==> config.mk <==
export PLATFORM = sky130hd
export DESIGN_NAME = input_frame_loader
export DESIGN_NICKNAME = d
export VERILOG_FILES = /design/src/rtl/input_frame_loader_pkg.sv /design/src/rtl/input_frame_loader_write_port.sv /design/src/rtl/input_frame_loader.sv
export SDC_FILE = /design/constraint.sdc
export NUM_CORES = 1
export LEC_CHECK = 0
export ABC_AREA = 1
export BUFFER_PORTS_ARGS = -buffer_cell sky130_fd_sc_hd__buf_2
export CAP_MARGIN = 20
export CORE_MARGIN = 4
export CORE_UTILIZATION = 45
export CTS_BUF_LIST = sky130_fd_sc_hd__clkbuf_2 sky130_fd_sc_hd__clkbuf_4 sky130_fd_sc_hd__clkbuf_8
export CTS_CLUSTER_DIAMETER = 30
export DETAILED_ROUTE_END_ITERATION = 10
export GPL_ROUTABILITY_DRIVEN = 1
export PLACE_DENSITY = 0.72
export SYNTH_ARGS = -nofsm -noshare
export SYNTH_HDL_FRONTEND = slang
export SYNTH_SLANG_ARGS = --single-unit
==> constraint.sdc <==
create_clock -name clk -period 1.5 [get_ports clk]
set_input_delay 0.15 -clock clk [delete_from_list [all_inputs] [get_ports clk]]
set_output_delay 0.15 -clock clk [all_outputs]
set_load 0.05 [all_outputs]
==> src/rtl/input_frame_loader_pkg.sv <==
// Shared types and constants for the input SRAM frame loader.
// Holds the controller state encoding, error codes and layout constants.
package input_frame_loader_pkg;

   localparam int ADDR_W_DEF       = 12;
   localparam int DATA_W_DEF       = 16;
   localparam int MIN_DIM_DEF      = 3;
   localparam int MAX_DIM          = 16;
   localparam int BUSY_TIMEOUT_DEF = 16;

   localparam logic [15:0] TERM_WORD_DEF = 16'h00FF;

   localparam logic [1:0] ERR_NONE = 2'b00;
   localparam logic [1:0] ERR_DIM  = 2'b01;
   localparam logic [1:0] ERR_OVF  = 2'b10;
   localparam logic [1:0] ERR_TMO  = 2'b11;

   typedef enum logic [2:0] {
      ST_IDLE    = 3'd0,
      ST_HDR_C   = 3'd1,
      ST_ROWS    = 3'd2,
      ST_TERM    = 3'd3,
      ST_RUN     = 3'd4,
      ST_WAIT_HI = 3'd5,
      ST_WAIT_LO = 3'd6,
      ST_FIN     = 3'd7
   } state_t;

endpackage

==> src/rtl/input_frame_loader_write_port.sv <==
// Registered SRAM write port: address/data/enable launch together on the clock edge.
// The address counter saturates at the top of the SRAM instead of wrapping.
module ldr_write_port #(
   parameter int ADDR_W = 12,
   parameter int DATA_W = 16
) (
   input  logic              clk,
   input  logic              reset_b,
   input  logic              i_wr_req,
   input  logic [DATA_W-1:0] i_wr_data,
   output logic              o_at_max,
   output logic [ADDR_W-1:0] o_wr_addr,
   output logic [DATA_W-1:0] o_wr_data,
   output logic              o_wr_en
);

   logic [ADDR_W-1:0] r_addr_cnt;
   logic [ADDR_W-1:0] r_wr_addr;
   logic [DATA_W-1:0] r_wr_data;
   logic              r_wr_en;

   assign o_at_max  = (r_addr_cnt == {ADDR_W{1'b1}});
   assign o_wr_addr = r_wr_addr;
   assign o_wr_data = r_wr_data;
   assign o_wr_en   = r_wr_en;

   always_ff @(posedge clk or negedge reset_b) begin
      if (!reset_b) begin
         r_addr_cnt <= '0;
         r_wr_addr  <= '0;
         r_wr_data  <= '0;
         r_wr_en    <= 1'b0;
      end else begin
         r_wr_en <= i_wr_req;
         if (i_wr_req) begin
            r_wr_addr <= r_addr_cnt;
            r_wr_data <= i_wr_data;
            if (!o_at_max) r_addr_cnt <= r_addr_cnt + 1'b1;
         end
      end
   end

endmodule

==> src/rtl/input_frame_loader.sv <==
// Streams host matrices into the DUT input SRAM (nrows, ncols, rows..., terminator),
// then starts the DUT and follows its busy level to completion or fault.
module input_frame_loader
   import input_frame_loader_pkg::*;
#(
   parameter int                ADDR_W       = ADDR_W_DEF,
   parameter int                DATA_W       = DATA_W_DEF,
   parameter logic [DATA_W-1:0] TERM_WORD    = DATA_W'(TERM_WORD_DEF),
   parameter int                MIN_DIM      = MIN_DIM_DEF,
   parameter int                BUSY_TIMEOUT = BUSY_TIMEOUT_DEF
) (
   input  logic              clk,
   input  logic              reset_b,
   input  logic              frame_valid,
   output logic              frame_ready,
   input  logic [4:0]        frame_nrows,
   input  logic [4:0]        frame_ncols,
   input  logic              frame_last,
   input  logic              row_valid,
   output logic              row_ready,
   input  logic [DATA_W-1:0] row_data,
   output logic [ADDR_W-1:0] ldr_sram_write_address,
   output logic [DATA_W-1:0] ldr_sram_write_data,
   output logic              ldr_sram_write_enable,
   output logic              dut_run,
   input  logic              dut_busy,
   output logic              done,
   output logic              error,
   output logic [1:0]        err_code,
   output logic [2:0]        dbg_state
);

   // Handshake: a header or row word transfers on a rising edge where valid and
   // ready are both high; ready depends only on state, never on valid.
   localparam logic [4:0] MIN_V   = 5'(MIN_DIM);
   localparam logic [4:0] MAX_V   = 5'(MAX_DIM);
   localparam int         TMO_W   = $clog2(BUSY_TIMEOUT + 1);
   localparam logic [TMO_W-1:0] TMO_LAST = TMO_W'(BUSY_TIMEOUT - 1);

   state_t            r_state, w_state_next;
   logic              r_live;
   logic [4:0]        r_nrows, r_ncols, r_row_cnt;
   logic              r_last;
   logic [TMO_W-1:0]  r_tmo_cnt;
   logic              r_error, r_done;
   logic [1:0]        r_err_code;

   logic              w_wr_req, w_wr_term, w_at_max;
   logic [DATA_W-1:0] w_wr_data;
   logic              w_set_err, w_set_done, w_latch_hdr;
   logic [1:0]        w_err_code;
   logic              w_load_rows, w_dec_row, w_clr_tmo, w_inc_tmo;
   logic              w_frame_ready, w_row_ready, w_dut_run;
   logic              w_dims_ok;

   assign w_dims_ok = (frame_nrows >= MIN_V) && (frame_nrows <= MAX_V) &&
                      (frame_ncols >= MIN_V) && (frame_ncols <= MAX_V);

   always_comb begin
      w_state_next  = r_state;
      w_wr_req      = 1'b0;
      w_wr_term     = 1'b0;
      w_wr_data     = '0;
      w_set_err     = 1'b0;
      w_err_code    = ERR_NONE;
      w_set_done    = 1'b0;
      w_latch_hdr   = 1'b0;
      w_load_rows   = 1'b0;
      w_dec_row     = 1'b0;
      w_clr_tmo     = 1'b0;
      w_inc_tmo     = 1'b0;
      w_frame_ready = 1'b0;
      w_row_ready   = 1'b0;
      w_dut_run     = 1'b0;
      case (r_state)
         ST_IDLE: begin
            w_frame_ready = r_live;
            if (frame_valid && r_live) begin
               w_latch_hdr = 1'b1;
               if (!w_dims_ok) begin
                  w_set_err    = 1'b1;
                  w_err_code   = ERR_DIM;
                  w_state_next = ST_FIN;
               end else begin
                  w_wr_req     = 1'b1;
                  w_wr_data    = {{(DATA_W-5){1'b0}}, frame_nrows};
                  w_state_next = ST_HDR_C;
               end
            end
         end
         ST_HDR_C: begin
            w_wr_req     = 1'b1;
            w_wr_data    = {{(DATA_W-5){1'b0}}, r_ncols};
            w_load_rows  = 1'b1;
            w_state_next = ST_ROWS;
         end
         ST_ROWS: begin
            w_row_ready = 1'b1;
            if (row_valid) begin
               w_wr_req  = 1'b1;
               w_wr_data = row_data;
               w_dec_row = 1'b1;
               if (r_row_cnt == 5'd1) w_state_next = r_last ? ST_TERM : ST_IDLE;
            end
         end
         ST_TERM: begin
            w_wr_req     = 1'b1;
            w_wr_term    = 1'b1;
            w_wr_data    = TERM_WORD;
            w_state_next = ST_RUN;
         end
         ST_RUN: begin
            w_dut_run    = 1'b1;
            w_clr_tmo    = 1'b1;
            w_state_next = ST_WAIT_HI;
         end
         ST_WAIT_HI: begin
            if (dut_busy) begin
               w_state_next = ST_WAIT_LO;
            end else if (r_tmo_cnt == TMO_LAST) begin
               w_set_err    = 1'b1;
               w_err_code   = ERR_TMO;
               w_state_next = ST_FIN;
            end else begin
               w_inc_tmo = 1'b1;
            end
         end
         ST_WAIT_LO: begin
            if (!dut_busy) begin
               w_set_done   = 1'b1;
               w_state_next = ST_FIN;
            end
         end
         ST_FIN:  w_state_next = ST_FIN;
         default: w_state_next = ST_IDLE;
      endcase
      // A data/header write at the last address still goes out, then the load stops.
      if (w_wr_req && w_at_max && !w_wr_term) begin
         w_set_err    = 1'b1;
         w_err_code   = ERR_OVF;
         w_state_next = ST_FIN;
      end
   end

   always_ff @(posedge clk or negedge reset_b) begin
      if (!reset_b) begin
         r_state    <= ST_IDLE;
         r_live     <= 1'b0;
         r_nrows    <= '0;
         r_ncols    <= '0;
         r_last     <= 1'b0;
         r_row_cnt  <= '0;
         r_tmo_cnt  <= '0;
         r_error    <= 1'b0;
         r_err_code <= ERR_NONE;
         r_done     <= 1'b0;
      end else begin
         r_state <= w_state_next;
         r_live  <= 1'b1;
         if (w_latch_hdr) begin
            r_nrows <= frame_nrows;
            r_ncols <= frame_ncols;
            r_last  <= frame_last;
         end
         if (w_load_rows)     r_row_cnt <= r_nrows;
         else if (w_dec_row)  r_row_cnt <= r_row_cnt - 1'b1;
         if (w_clr_tmo)       r_tmo_cnt <= '0;
         else if (w_inc_tmo)  r_tmo_cnt <= r_tmo_cnt + 1'b1;
         if (w_set_err) begin
            r_error    <= 1'b1;
            r_err_code <= w_err_code;
         end
         if (w_set_done) r_done <= 1'b1;
      end
   end

   ldr_write_port #(
      .ADDR_W (ADDR_W),
      .DATA_W (DATA_W)
   ) u_write_port (
      .clk       (clk),
      .reset_b   (reset_b),
      .i_wr_req  (w_wr_req),
      .i_wr_data (w_wr_data),
      .o_at_max  (w_at_max),
      .o_wr_addr (ldr_sram_write_address),
      .o_wr_data (ldr_sram_write_data),
      .o_wr_en   (ldr_sram_write_enable)
   );

   assign frame_ready = w_frame_ready;
   assign row_ready   = w_row_ready;
   assign dut_run     = w_dut_run;
   assign done        = r_done;
   assign error       = r_error;
   assign err_code    = r_err_code;
   assign dbg_state   = r_state;

endmodule
### Yosys cells after proc, flatten, opt, wreduce, memory -nomap -nowiden

Index checks and enable logic that the tools add are counted.

* reduce and logical (&&, ||, !) cells: 13
* $add $sub $neg: 3
* multiplexer cells: 47
* magnitude comparators: 4
* bitwise logic cells: 1
* equality and inequality tests: 15

Operators with widths (count)
* $pmux W16 S4: 1
* $mux W5: 6
* $mux W3: 8
* $pmux W3 S8: 1
* $mux W1: 23
* $mux W16: 1
* $add A12 B1 Y12 const B: 1
* $eq A12 B12 Y1 const B: 1
* $eq A3 B3 Y1 const B: 4
* $ne A3 B3 Y1 const B: 4
* $ge A5 B2 Y1 const B: 2
* $le A5 B5 Y1 const B: 2
* $mux W2: 4
* $eq A3 B2 Y1 const B: 2
* $logic_and A1 B1 Y1: 6
* $add A5 B1 Y5 const B: 1
* $eq A5 B1 Y1 const B: 1
* $eq A5 B4 Y1 const B: 1
* $reduce_and A5 Y1: 1
* $sub A5 B1 Y5 const B: 1
* $ne A4 B4 Y1 const B: 1
* $pmux W2 S2: 1
* $reduce_bool A2 Y1: 2
* $eq A3 B1 Y1 const B: 1
* other kinds (7): 7

* logic and storage cells: 97
* output and inout bits: 39
* bits of input ports: 32
* register bits: 70

### Logic depth before layout (Yosys ltp)

Gate-level depths: netlist (run 1).

* word-level depth: 11
* gate-level depth with buffers: 11

### Cells and area by module

From an unflattened synthesis (run 1), not the netlist that was laid out.

* cell total of the unflattened synthesis: 459
* area total of the unflattened synthesis: 3529.6 µm²

Modules (own cells, without submodules)
* ldr_write_port: area an instance 1809.2 µm², cells each 215, sequential area each 1026.0 µm², instances 1
* input_frame_loader: area an instance 1720.4 µm², cells each 244, sequential area each 725.7 µm², instances 1

### Least setup slack after synthesis (run 1)

OpenSTA, ideal clock, no wires.

* path kind: register to register
* start: register r_state[2] (netlist: dbg_state[2])
* end: register r_tmo_cnt[2]
* setup time: 0.167 ns
* cell stages (with the launch flop): 5
* setup slack: -0.550 ns
* data required time: 1.333 ns
* arrival: 1.882 ns
* cell sequence: dfrtp_1 > inv_2 > buf_2 > nor2_1 > nor3_1

* cells in the longest elaborated chain, start to end: 3
* elaborated cells between the ends (all ways): 6

Ends and longest elaborated chain
* start: declaration: line input_frame_loader.sv:40 `state_t r_state, w_state_next;`
* start signal: assignment: line input_frame_loader.sv:158 `r_state <= w_state_next;`
* $eq A3 B3 Y1 *
* $mux W1 *
* named net dut_run: line input_frame_loader.sv:25 `output logic dut_run,`
* $mux W5 / $reduce_bool A2 Y1 (equally long branches)
* end signal: assignment: line input_frame_loader.sv:168 `else if (w_inc_tmo) r_tmo_cnt <= r_tmo_cnt + 1'b1;`
* end: declaration: line input_frame_loader.sv:44 `logic [TMO_W-1:0] r_tmo_cnt;`

Mark *: on every way through the listed nets, which the timed path passes. The rest lies on a longest branch.
A chain may end at the register's enable or synchronous reset.

### Worst setup path after layout (run 1)

* start: register r_tmo_cnt[0]
* end: register r_state[1] (netlist: dbg_state[1])

* cells in the longest elaborated chain, start to end: 3

Ends and longest elaborated chain
* $eq A5 B4 Y1: line input_frame_loader.sv:120 `end else if (r_tmo_cnt == TMO_LAST) begin`
* $ne A4 B4 Y1 (no source line)
* $reduce_and A5 Y1 (no source line)

No other way between the ends.

==> impl_metrics.env, run 1 <==
export IMPL_firstDrtPassIters=4
export IMPL_grt_busiest_layer="met2"
export IMPL_rows=31
export IMPL_netlist_area_sq_um=3511
export IMPL_fin_crit_sh=0.9969
export IMPL_h_tree_depth=3
export IMPL_yosysWarnings=0
export IMPL_rsz0062_at_grt="yes"
export IMPL_critPathTopFamily="simple AND/OR/NAND/NOR gates"
export IMPL_grt_pass1_vias=3086
export IMPL_setup_tns_ns=0
export IMPL_path_buf_inv=2
export IMPL_crit_type="reg -> reg"
export IMPL_period_minus_slack_ns=1.495
export IMPL_p_int_uw=2872
export IMPL_crit_slowest_cell="dfrtp_1"
export IMPL_start_util=0.4739
export IMPL_final_area_sq_um=4633
export IMPL_track_usage=0.1982
export IMPL_synth_nets=472
export IMPL_post_dp_cell_area_sq_um=4169
export IMPL_synth_distinct_cells=34
export IMPL_slew_viol_final=0
export IMPL_crit_path_end_kind="flop"
export IMPL_hp_class="in -> reg"
export IMPL_drt_iter0_drc=139
export IMPL_synth_edf_count=0
export IMPL_final_setup_viol_count=0
export IMPL_synthFlopType="dfrtp_1"
export IMPL_drt_wl_total_mm=8.693
export IMPL_holdWs_ns=0.01308
export IMPL_drc=0
export IMPL_outcome="finished clean"
export IMPL_p_per_area_nw_per_um2=800.0
export IMPL_wl_per_cell_um=13.46
export IMPL_synthArstFlopShare=1.000
export IMPL_p_comb_frac=0.033
export IMPL_grtUsageMet2=0.3214
export IMPL_ys_ff_latch=70
export IMPL_finalNetCount=579
export IMPL_drive_above_1_share=0.3181
export IMPL_syn_inst=435
export IMPL_crit_path_start_kind="flop"
export IMPL_crit_path_max_incr_delay_ns=0.36
export IMPL_numCtsBuffers=9
export IMPL_grt_pass1_wl_mm=14.16
export IMPL_use_met1=0.2629
export IMPL_p_seq_frac=0.509
export IMPL_final_antenna_net_count=0
export IMPL_vdd_drop_max_mv=0.3561
export IMPL_gp_congestion=0.8645
export IMPL_clk_pin_slew_worst_paths_ns=0.08
export IMPL_skew_ns=0.009934
export IMPL_seq_area_frac_synth=0.4989
export IMPL_drv_cap=0
export IMPL_p_sw_uw=834.9
export IMPL_clk_latency_ns=0.34
export IMPL_max_clock_freq_mhz=668.7
export IMPL_cts_root_buffer="clkbuf_8"
export IMPL_syn_area_per_cell_sq_um=8.071
export IMPL_fillers=651
export IMPL_grt_start_max_net_pins=22
export IMPL_routed_via_density=5.025
export IMPL_io_pins=71
export IMPL_pwr_share_clk=0.458
export IMPL_hold_violations=0
export IMPL_gr_usage_met3=0.03597
export IMPL_num_antenna_cells=0
export IMPL_path_cells="ha_2, inv_4, nor3_4, ha_4, nor2_4, buf_6, nor3b_4, nand2_1, nand3_1"
export IMPL_clk_path_buf_depth=2
export IMPL_cp_max_fo=3
export IMPL_sw_frac_of_total=0.2252
export IMPL_clock_sinks=70
export IMPL_critical_path_required_ns=1.77
export IMPL_core_area_sq_um=7408
export IMPL_grt_overflow=0
export IMPL_chipHeight_um=96.33
export IMPL_fp_dieW_um=96.33
export IMPL_port_buffers=70
export IMPL_die_area_sq_um=9279
export IMPL_p_leak_uw=0.002501
export IMPL_cts_tree="built"
export IMPL_dp_hpwl_mm=6.134
export IMPL_grt_antenna_before_repair=0
export IMPL_cp_data_arrival_time_ns=1.76
export IMPL_vias=3246
export IMPL_area_delta_synth_final_pct=31.97
worst register-to-register path, delay by kind of cell, from the launching register on:
kind                       cells  cell delay, ns
DFF                            1            0.36
adders and majority gates      2            0.40
and+or+nand+nor                5            0.52
buffers and inverters          2            0.16
final cells by class:
type / count / area (sq um) / share of cell area
flip-flops and latches: 70 / 1755 / 0.3789
multi-input cells: 310 / 1692 / 0.3651
repair buffers: 105 / 636.9 / 0.1375
inverters: 46 / 202.7 / 0.04375
clock buffers: 9 / 123.9 / 0.02674
well taps: 99 / 123.9 / 0.02674
clock inverters: 7 / 98.84 / 0.02133
layout by cell type (no fill, tap or decap), types with 4 or more instances in the layout:
| cell type | netlist | final |
|---|---|---|
| nand3_1 | 26 | 25 |
| o21ai_2 | 8 | 10 |
| nor2_4 | 3 | 4 |
| nor2_1 | 21 | 18 |
| buf_2 | 5 | 67 |
| xor2_1 | 5 | 5 |
| nand2_2 | 2 | 5 |
| inv_4 | 1 | 6 |
| nand4_1 | 17 | 17 |
| buf_4 | 1 | 32 |
| o21ai_0 | 12 | 10 |
| a21oi_1 | 12 | 10 |
| inv_1 | 40 | 35 |
| dfrtp_1 | 70 | 67 |
| clkbuf_8 | 0 | 9 |
| nand2_8 | 0 | 4 |
| nand2_1 | 169 | 166 |
| nand3_4 | 0 | 4 |
through the flow:
stage	util	setup WS, ns	total power (uW)	std cells
after global placement	0.5627	-0.07458	2042	621
after global routing	0.6254	-0.07150	3867	646
after CTS	0.6029	0.001744	3741	641
after detailed placement	0.5627	-0.1777	2043	621
after floorplan	-	-0.1641	1944	435
final	0.6254	0.004621	3707	646
layer usage:
metal / wire length [um] / share of wire
met1: 3937 / 0.45
met2: 4131 / 0.48
met3: 495 / 0.057
met4: 128 / 0.015
met5: 0 / 0
timing repair:
action                                  4_1_cts  5_1_grt
endpoints found under the setup margin       39       52
setup buffers                                 2        4
gates cloned                                  1        1
hold endpoints to repair                     17        0
hold buffers                                  2        0
pin swaps                                     4       12
resized for setup                            14       31
power by group through the flow:
stage,Clock [uW],Sequential (uW),Combinational (uW)
floorplan,0,1930,18.9
finish,1700,1890,122
global route,1840,1890,140
detailed placement,0,1920,118
CTS,1730,1890,123
global placement,0,1920,117
synth_stat cells, drive strengths merged (2+ instances only):
cell | count | area, sq um
nor2 | 24 | 112.6
xor2 | 5 | 43.79
o21ai | 20 | 130.1
clkbuf | 2 | 7.510
dfrtp | 70 | 1752
xnor2 | 2 | 17.52
o22ai | 2 | 12.51
nand2 | 174 | 680.7
a21oi | 12 | 60.06
inv | 45 | 171.4
nand4 | 17 | 106.4
buf | 9 | 70.06
nand3 | 31 | 180.2
o211ai | 2 | 15.01
nor3 | 7 | 35.03
ha | 5 | 62.56
final timing paths:
| kind | endpoint | from | slack (ns) | cells after the start |
|---|---|---|---|---|
| min | r_last | frame_last | 0.01 | 3 |
| min in group asynchronous | r_nrows[0] | reset_b | 0.27 | 2 |
| max | dbg_state[1] | r_tmo_cnt[0] | 0.005 | 9 |
| min reg2reg | done | done | 0.46 | 1 |
| max reg2reg | dbg_state[1] | r_tmo_cnt[0] | 0.005 | 9 |
| max in group asynchronous | u_write_port.r_addr_cnt[4] | reset_b | 0.60 | 3 |
state kept, by name, indices dropped and copies added (netlist names):
name / count
dbg_state: 3
u_write_port.r_addr_cnt: 12
r_row_cnt: 5
r_tmo_cnt: 5
err_code: 2
done: 1
error: 1
u_write_port.o_wr_en: 1
u_write_port.o_wr_addr: 12
r_live: 1
u_write_port.o_wr_data: 16
r_nrows: 5
r_ncols: 5
r_last: 1
cells by family after synthesis:
group,share of synthesized area
buf+inv,0.07199
compound gates,0.07092
other cells,0.001068
xor+xnor,0.01746
simple gates,0.3218
flops,0.4989
fa+ha+maj,0.01782
Power figures use the tool's default switching activity.
==> run 2: changes to the inputs <==
--- a/config.mk
+++ b/config.mk
@@ -8,13 +8,16 @@
 export ABC_AREA = 1
 export BUFFER_PORTS_ARGS = -buffer_cell sky130_fd_sc_hd__buf_2
 export CAP_MARGIN = 20
+export CELL_PAD_IN_SITES_DETAIL_PLACEMENT = 1
+export CELL_PAD_IN_SITES_GLOBAL_PLACEMENT = 2
 export CORE_MARGIN = 4
-export CORE_UTILIZATION = 45
+export CORE_UTILIZATION = 30
 export CTS_BUF_LIST = sky130_fd_sc_hd__clkbuf_2 sky130_fd_sc_hd__clkbuf_4 sky130_fd_sc_hd__clkbuf_8
 export CTS_CLUSTER_DIAMETER = 30
 export DETAILED_ROUTE_END_ITERATION = 10
 export GPL_ROUTABILITY_DRIVEN = 1
-export PLACE_DENSITY = 0.72
+export MAX_ROUTING_LAYER = met4
+export PLACE_DENSITY = 0.81
 export SYNTH_ARGS = -nofsm -noshare
 export SYNTH_HDL_FRONTEND = slang
 export SYNTH_SLANG_ARGS = --single-unit
==> run 2 against run 1 <==
The run now ends with negative setup slack left. Worst hold slack worse by 0.0017 ns. Fmax shrank 1.8%. Register-to-register slack worse by 0.03 ns. Sequential power is essentially flat. Non-clock buffer count up 15. Global-route usage is 2.7 points lower. Die area increased by 45%. Sequential cell count did not move. Setup slack got worse by 0.027 ns. Cell count increased by 9.1%. Critical endpoint is now r_tmo_cnt[3].
==> impl_metrics.env, run 2 (synthesis gave the netlist of run 1 again) <==
export IMPL_r2r_cells=9
export IMPL_p_leak_uw=0.002598
export IMPL_crit_path_end_kind="flop"
export IMPL_slew_headroom=0.6505
export IMPL_p_per_area_nw_per_um2=729.1
export IMPL_seq_area_sq_um=1755
export IMPL_crit_path_start_kind="flop"
export IMPL_cts_root_buffer="clkbuf_8"
export IMPL_firstDrtPassIters=4
export IMPL_rows=39
export IMPL_max_clock_freq_mhz=657.0
export IMPL_hold_violations=0
export IMPL_cp_num_cells=9
export IMPL_period_minus_slack_ns=1.522
export IMPL_final_antenna_net_count=0
export IMPL_largest_reg_flops=16
export IMPL_port_buffers=70
export IMPL_grt_pass1_wl_mm=17.70
export IMPL_crit_slowest_cell="dfrtp_1"
export IMPL_clk_path_buf_depth=2
export IMPL_fp_dieW_um=116.2
export IMPL_die_area_sq_um=13500
export IMPL_clk_pin_slew_worst_paths_ns=0.08
export IMPL_drv_cap=0
export IMPL_start_util=0.3075
export IMPL_clk_latency_ns=0.36
export IMPL_mostFrequentLayoutCell="nand2_1"
export IMPL_mostFrequentLayoutCells="nand2_1, dfrtp_1, buf_2"
export IMPL_routed_via_density=4.813
export IMPL_whs_path_depth=3
export IMPL_critPathTopFamily="flip-flops"
export IMPL_path_buf_inv=2
export IMPL_vdd_drop_max_mv=0.3183
export IMPL_slew_viol_final=0
export IMPL_wl_per_cell_um=15.67
export IMPL_final_setup_viol_count=1
export IMPL_preCtsSetupSlack_ns=-0.1669
export IMPL_fin_ws_ns=-0.02204
export IMPL_dp_hpwl_mm=7.647
export IMPL_cp_data_arrival_time_ns=1.77
export IMPL_num_antenna_cells=0
export IMPL_multi_input_area_sq_um=1778
export IMPL_drt_iter0_drc=133
export IMPL_path_cells="ha_4, inv_4, nor3_4, ha_4, nor2_4, buf_6, nand2_4, nor2_4, nor3_2"
export IMPL_rsz0062_at_grt="yes"
export IMPL_violations="negative setup slack"
export IMPL_cp_max_fo=4
export IMPL_chipHeight_um=116.2
export IMPL_drc=0
export IMPL_cts_tree="built"
export IMPL_h_tree_depth=3
export IMPL_numCtsBuffers=9
export IMPL_finalNetCount=595
export IMPL_gp_congestion=0.8333
export IMPL_io_pins=71
export IMPL_hp_class="in -> reg"
export IMPL_setup_tns_ns=-0.02204
export IMPL_crit_path_max_incr_delay_ns=0.42
export IMPL_crit_type="reg -> reg"
export IMPL_drt_wl_total_mm=11.05
export IMPL_clock_sinks=70
export IMPL_critical_path_required_ns=1.74
export IMPL_area_delta_synth_final_pct=40.38
export IMPL_grt_antenna_before_repair=0
export IMPL_grt_pass1_vias=3716
export IMPL_tightest_slew_ns=0.5203
export IMPL_grt_overflow=0
export IMPL_vias=3393
export IMPL_grt_start_max_net_pins=38
export IMPL_fillers=1383
export IMPL_drive_above_1_share=0.3434
export IMPL_core_area_sq_um=11420
export IMPL_outcome="finished, violations left"
export IMPL_skew_ns=0.009220
export IMPL_track_usage=0.1713
export IMPL_fin_crit_sh=1.015
[run 2: cell types whose count changed in the layout (fill, tap and decap cells not counted), moves of 4 or more]
cell	previous run	this run
dlygate4sd3_1	2	12
inv_4	6	2
nand2_2	5	13
nor2_1	18	13
nand2_1	166	157
[run 2: final cells by class]
type	instances	area share
repair buffers	120	0.1668
clock inverters	5	0.01015
inverters	46	0.04189
flip-flops and latches	70	0.3562
clock buffers	10	0.02793
well taps	143	0.03630
multi-input cells	311	0.3608
[run 2: path summary, 6_finish.rpt]
kind	startpoint	endpoint	slack, ns
setup / recovery	r_tmo_cnt[0]	r_tmo_cnt[3]	-0.02
hold / removal	frame_last	r_last	0.01
setup reg to reg	r_tmo_cnt[0]	r_tmo_cnt[3]	-0.02
hold reg to reg	done	done	0.46
max in group asynchronous	reset_b	r_tmo_cnt[0]	0.71
min in group asynchronous	reset_b	r_row_cnt[3]	0.25
[run 2: metal layers]
layer  track usage  part of all wire
met1        0.2179              0.46
met2        0.2677              0.46
met3       0.03264             0.049
met4       0.07270             0.025
met5             -                 0
[run 2: through the flow]
stage	power [uW]	util	std cells	hold WS, ns	area [sq um]
6_report	3593	0.4316	705	0.01135	4928
4_1_cts	3649	0.4130	701	0.00001904	4716
3_5_place_dp	2061	0.3767	672	0.09732	4302
3_3_place_gp	2059	0.3767	672	0.09017	4302
5_1_grt	3748	0.4316	705	0.01406	4928
2_1_floorplan	1944	-	435	-0.1456	3566
[run 2: report_power, final]
part / internal (uW) / switching (uW)
Clock: 793 / 753
Combinational: 68.1 / 91.4
Sequential: 1890 / 0.682
[run 2: timing repair]
action	CTS	global route
pin swaps	7	13
gates resized for setup	30	41
hold buffers	12	0
setup endpoints to repair	28	55
setup buffers	4	1
endpoints found under the hold margin	21	0
cloned	0	3
[run 2: worst min-delay path, stage by stage]
cell,delay [ns]
buf_2,0.08
nand2_1,0.04
o21ai_0,0.06
